<file path="src/rtl/uart_tx_pkg.sv">
// Shared definitions for the UART transmit path: FSM encoding, parity
// selectors and serial line levels.
package uart_tx_pkg;

  localparam int DATA_WIDTH_DEF = 8;

  localparam logic PAR_EVEN  = 1'b0;
  localparam logic PAR_ODD   = 1'b1;

  localparam logic LINE_IDLE = 1'b1;
  localparam logic START_BIT = 1'b0;
  localparam logic STOP_BIT  = 1'b1;

  typedef enum logic [2:0] {
    ST_IDLE   = 3'd0,
    ST_START  = 3'd1,
    ST_DATA   = 3'd2,
    ST_PARITY = 3'd3,
    ST_STOP   = 3'd4
  } tx_state_e;

  // Even parity keeps the reduction XOR as is; odd parity inverts it.
  function automatic logic par_bit(input logic data_xor, input logic par_typ);
    logic res;
    if (par_typ == PAR_EVEN) begin
      res = data_xor;
    end else begin
      res = ~data_xor;
    end
    return res;
  endfunction

endpackage

</file>
<file path="src/rtl/uart_tx_serializer.sv">
// Data register and bit counter for the UART transmitter; presents the bit
// that goes on the line in the next cycle.
module uart_tx_serializer
  import uart_tx_pkg::*;
#(
  parameter int DATA_WIDTH = DATA_WIDTH_DEF
) (
  input  logic                  clk_i,
  input  logic                  rst_ni,
  input  logic                  load_i,
  input  logic                  clear_i,
  input  logic                  shift_i,
  input  logic [DATA_WIDTH-1:0] data_i,
  output logic [DATA_WIDTH-1:0] data_o,
  output logic                  next_bit_o,
  output logic                  ser_done_o
);

  localparam int CNT_W = (DATA_WIDTH > 1) ? $clog2(DATA_WIDTH) : 1;

  logic [DATA_WIDTH-1:0] data_q, data_d;
  logic [CNT_W-1:0]      cnt_q, cnt_d;

  // Counter saturates at the last bit so it never wraps inside a frame.
  assign ser_done_o = (cnt_q == CNT_W'(DATA_WIDTH - 1));

  // Next-state for the data register and bit counter.
  always_comb begin
    data_d = data_q;
    cnt_d  = cnt_q;
    if (load_i) begin
      data_d = data_i;
    end else begin
      data_d = data_q;
    end
    if (clear_i) begin
      cnt_d = '0;
    end else if (shift_i && !ser_done_o) begin
      cnt_d = cnt_q + CNT_W'(1);
    end else begin
      cnt_d = cnt_q;
    end
  end

  // State registers.
  always_ff @(posedge clk_i or negedge rst_ni) begin
    if (!rst_ni) begin
      data_q <= '0;
      cnt_q  <= '0;
    end else begin
      data_q <= data_d;
      cnt_q  <= cnt_d;
    end
  end

  assign data_o     = data_q;
  assign next_bit_o = data_q[cnt_d];

endmodule

</file>
<file path="src/rtl/uart_tx_frame.sv">
// UART transmitter top: frame FSM, parity generation and the registered
// line/busy outputs driven from the next state so the start bit appears
// one edge after the accept strobe.
module uart_tx_frame
  import uart_tx_pkg::*;
#(
  parameter int DATA_WIDTH = DATA_WIDTH_DEF
) (
  input  logic                  CLK,
  input  logic                  RST,
  input  logic [DATA_WIDTH-1:0] P_DATA,
  input  logic                  DATA_VALID,
  input  logic                  PAR_EN,
  input  logic                  PAR_TYP,
  output logic                  TX_OUT,
  output logic                  BUSY
);

  tx_state_e state_q, state_d;
  logic      par_en_q, par_en_d;
  logic      par_typ_q, par_typ_d;
  logic      tx_q, tx_d;
  logic      busy_q, busy_d;

  logic                  load_s, clear_s, shift_s;
  logic                  ser_bit_s, ser_done_s, parity_s;
  logic [DATA_WIDTH-1:0] data_s;

  uart_tx_serializer #(
    .DATA_WIDTH (DATA_WIDTH)
  ) u_ser (
    .clk_i      (CLK),
    .rst_ni     (RST),
    .load_i     (load_s),
    .clear_i    (clear_s),
    .shift_i    (shift_s),
    .data_i     (P_DATA),
    .data_o     (data_s),
    .next_bit_o (ser_bit_s),
    .ser_done_o (ser_done_s)
  );

  assign parity_s = par_bit(^data_s, par_typ_q);

  // Next-state and serializer control.
  always_comb begin
    state_d = state_q;
    load_s  = 1'b0;
    clear_s = 1'b0;
    shift_s = 1'b0;
    case (state_q)
      ST_IDLE, ST_STOP: begin
        if (DATA_VALID) begin
          state_d = ST_START;
          load_s  = 1'b1;
        end else begin
          state_d = ST_IDLE;
        end
      end
      ST_START: begin
        state_d = ST_DATA;
        clear_s = 1'b1;
      end
      ST_DATA: begin
        if (ser_done_s) begin
          state_d = par_en_q ? ST_PARITY : ST_STOP;
        end else begin
          state_d = ST_DATA;
          shift_s = 1'b1;
        end
      end
      ST_PARITY: state_d = ST_STOP;
      default:   state_d = ST_IDLE;
    endcase
  end

  // Frame options are captured together with the data byte.
  always_comb begin
    par_en_d  = par_en_q;
    par_typ_d = par_typ_q;
    if (load_s) begin
      par_en_d  = PAR_EN;
      par_typ_d = PAR_TYP;
    end else begin
      par_en_d  = par_en_q;
      par_typ_d = par_typ_q;
    end
  end

  // Line level for the cycle that begins at the coming edge.
  always_comb begin
    tx_d   = LINE_IDLE;
    busy_d = (state_d != ST_IDLE);
    case (state_d)
      ST_IDLE:   tx_d = LINE_IDLE;
      ST_START:  tx_d = START_BIT;
      ST_DATA:   tx_d = ser_bit_s;
      ST_PARITY: tx_d = parity_s;
      ST_STOP:   tx_d = STOP_BIT;
      default:   tx_d = LINE_IDLE;
    endcase
  end

  // State and output registers.
  always_ff @(posedge CLK or negedge RST) begin
    if (!RST) begin
      state_q   <= ST_IDLE;
      par_en_q  <= 1'b0;
      par_typ_q <= PAR_EVEN;
      tx_q      <= LINE_IDLE;
      busy_q    <= 1'b0;
    end else begin
      state_q   <= state_d;
      par_en_q  <= par_en_d;
      par_typ_q <= par_typ_d;
      tx_q      <= tx_d;
      busy_q    <= busy_d;
    end
  end

  assign TX_OUT = tx_q;
  assign BUSY   = busy_q;

endmodule

</file>
<file path="config.mk">
export PLATFORM = sky130hd
export DESIGN_NAME = uart_tx_frame
export DESIGN_NICKNAME = d
export VERILOG_FILES = /design/src/rtl/uart_tx_pkg.sv /design/src/rtl/uart_tx_serializer.sv /design/src/rtl/uart_tx_frame.sv
export SDC_FILE = /design/constraint.sdc
export NUM_CORES = 1
export LEC_CHECK = 0
export CORE_MARGIN = 1
export CORE_UTILIZATION = 40
export CTS_CLUSTER_SIZE = 24
export DETAILED_ROUTE_END_ITERATION = 7
export SYNTH_ARGS = -nofsm -noshare
export SYNTH_HDL_FRONTEND = slang
export SYNTH_SLANG_ARGS = --single-unit
</file>
<file path="constraint.sdc">
create_clock -name CLK -period 2.46 [get_ports CLK]
set_input_delay 0.369 -clock CLK [delete_from_list [all_inputs] [get_ports CLK]]
set_output_delay 0.369 -clock CLK [all_outputs]
set_load 0.03 [all_outputs]
</file>
==> flow_summary.yaml <==
status:
  status: "finished clean"
setup_path:
  cpPeakStageDelay_ns: 0.47
  end_kind: "flip-flop"
  critPathTopFamily: "compound AO/OA/AOI/OAI gates"
  path_max_fanout: 5
  cp.arrival_ns: 2.42
  cp_data_required_time_ns: 2.70
  worstSetupStartpointType: "flip-flop"
  worstSetupPathType: "reg2reg"
  cp-startpoint: "u_ser.cnt_q[0]$_DFF_PN0_"
  timing.rr.start: "u_ser.cnt_q[0]$_DFF_PN0_"
  cp.depth: 8
  cp_cell_sequence: "ha_1 > ha_1 > nor2b_2 > o21ai_2 > a21boi_4 > o2111ai_1 > a2111o_1 > o211a_1"
  crit_top_cell: "ha_1"
  worst_path_max_delay_cell: "dfrtp_1"
  r2r_cells: 8
  crit_buf_inv: 0
timing:
  tightest_slew_ns: 0.351
  period_minus_slack_ns: 2.18
  maxSlewViolCount: 0
  setup_viol: 0
  slew_headroom_pct: 76.6
  finalClockSkew_ns: 0.00530
  tns_ns: 0
  worst_slack_ns: 0.278
  fmax_mhz: 458
  fin_crit_sh_pct: 88.7
  grt_setup_unrepaired: "no"
  finalHoldViolations: 0
  hold-worst-slack_ns: 0.382
synthesis:
  yosysUniqueCellTypes: 36
  synthesis.nets: 103
  synthCells: 88
  synth_edf_count: 0
  asyncSetResetFlopFracSynth_pct: 100
  synthTopCellsByArea: "dfrtp_1 43%, mux2_2 8.0%, xnor2_1 6.2%"
  avgSynthCellArea_um2: 11.2
  syn_area_um2: 983
  ys_seq_area_share_pct: 45.9
  ys.flop_type: "dfrtp_1"
  synth_area_leader_cell: "dfrtp_1"
  ys_warn_count: 0
  yosysMostFrequentCell: "dfrtp_1"
  synthTopCellsByCount: "17 x dfrtp_1, 9 x inv_1, 7 x mux2_2, 7 x xnor2_1"
  synth_top_area_share_pct: 43.3
  synth-seq-cells: 18
clock_tree:
  cts_hold_buf: 0
  postCtsSetupBuffers: 0
  cts_num_sinks: 18
  clk_pin_slew_ns: 0.11
  cts_resized: 0
  cts_tree: "built"
  cts_root_buffer: "clkbuf_4"
  insertion_delay_ns: 0.30
  h-tree-depth: 1
  cts_made_buffers: 3
  clock_path_buffers: 2
power_and_ir_drop:
  peakVddDrop_uv: 649
  powerDensity_nw_per_um2: 1350
  p_leak_nw: 0.520
  switching_share_pct: 38.8
  power_frac_clock_pct: 11.6
  seqPwrFrac_pct: 35.9
  p_int_mw: 0.983
  comb_power_share_pct: 52.6
  switching_power_mw: 0.624
global_routing:
  grt_max_degree: 19
  antenna_found_initial: 0
  grt_pass1_wl_mm: 3.26
  grt_pass1_vias: 720
  overflow: 0
  track_usage_pct: 17.3
routing:
  drt-wirelength-per-cell_um: 13.1
  wl_mm: 1.74
  drc: 0
  drt_iter0_drc: 8
  dr.max_layer_used: "met4"
  route.antenna.remaining_nets: 0
  wl_met1_um: 904
  met2WireLength_um: 755
  wl_met3_um: 59
  post_drt_via_cell_ratio: 5.07
  drtPass1Iterations: 4
  vias: 674
floorplanning:
  coreArea_um2: 2250
  placementRows: 17
  initial_core_util_pct: 43.6
  die_area_um2: 2660
  fp.dieW_um: 51.6
  num_io_pins: 15
  dieHeight_um: 51.6
final_layout:
  drive_gt1_share_pct: 21.0
  area_delta_synth_final_pct: 20.7
  n_fill_cell: 230
  antenna_cells: 0
  nets: 121
place:
  dpl.hpwl_mm: 1.33
  post-place-ws_ns: 0.296
  port-buffer-count: 14
  gp_congestion: 0.772
hold_path:
  min_path_type: "in2async"
flow_run:
  maxCapViolCount: 0
layout by cell type, fill, tap and decap left out, types with 2 or more instances in the layout:
cell type	Yosys	routed
nand2_1	4	4
inv_1	9	9
mux2i_1	3	3
dfrtp_1	17	17
a21oi_1	2	2
o21ai_0	4	4
o21ai_2	4	4
o211ai_1	3	3
mux2_2	7	7
buf_4	1	2
or3_1	2	2
clkbuf_4	0	3
ha_1	2	2
clkdlybuf4s50_1	0	14
xnor2_1	7	7
stage by stage:
stage          area, um2  power, mW  instances  util, %
6_report            1190       1.61        133     52.7
5_1_grt             1190       1.76        133     52.7
4_1_cts             1190       1.63        133     52.7
3_5_place_dp        1150       1.43        129     51.1
3_3_place_gp        1150       1.43        129     51.1
2_1_floorplan        983       1.27         88        -
metal layers:
metal	track usage, %	vias to the layer above
met3	6.14	4
met1	22.7	312
met5	0	-
met2	26.4	14
li1	-	344
met4	5.41	0
kinds of logic (layout without fill, tap and decap cells):
| kind of cell | Yosys count | after routing | synth area share, % |
|---|---|---|---|
| AOI/OAI and AO/OA | 21 | 21 | 16.9 |
| DFF | 18 | 18 | 45.9 |
| and+or+nand+nor | 17 | 17 | 10.7 |
| buffers and inverters | 12 | 29 | 5.72 |
| muxes | 10 | 10 | 11.1 |
| xor gates and xnor gates | 8 | 8 | 7.12 |
| adders and majority gates | 2 | 2 | 2.54 |
final timing paths:
check	end	slack [ns]
max	TX_OUT$_DFF_PN1_	0.28
min	u_ser.data_o[4]$_DFFE_PN0N_	0.38
max reg2reg	TX_OUT$_DFF_PN1_	0.28
min reg2reg	par_typ_q$_DFFE_PN0N_	0.54
max in group asynchronous	TX_OUT$_DFF_PN1_	1.82
min in group CLK	par_typ_q$_DFFE_PN0N_	0.54
worst reg2reg max path, delay by kind of cell, from the launching register on:
family | cells | cell delay [ns]
AOI/OAI and AO/OA | 5 | 1.01
adders and majority gates | 2 | 0.49
DFF | 1 | 0.47
and+or+nand+nor | 1 | 0.16
power groups by stage:
stage               clock [mW]  sequential [mW]  combinational, mW
floorplan                    0            0.562              0.705
global placement             0            0.584              0.841
detailed placement           0            0.584              0.845
CTS                      0.197            0.577              0.853
global route             0.208            0.599              0.954
finish                   0.186            0.577              0.845
area by class of cell:
class	count	area, um2	area share (%)
inverter	9	33.8	2.85
multi-input combinational	58	475	40.0
timing repair buffer	16	155	13.1
sequential	18	452	38.0
tap	28	35.0	2.95
clock buffer	4	36.3	3.06
sequential cells by signal, summed over array words and instances, names as in the netlist:
signal and flops:
BUSY 1, u_ser.data_o 8, par_en_q 1, u_ser.cnt_q 3
state_q 3, TX_OUT 1, par_typ_q 1
Power figures use the tool's default switching activity.
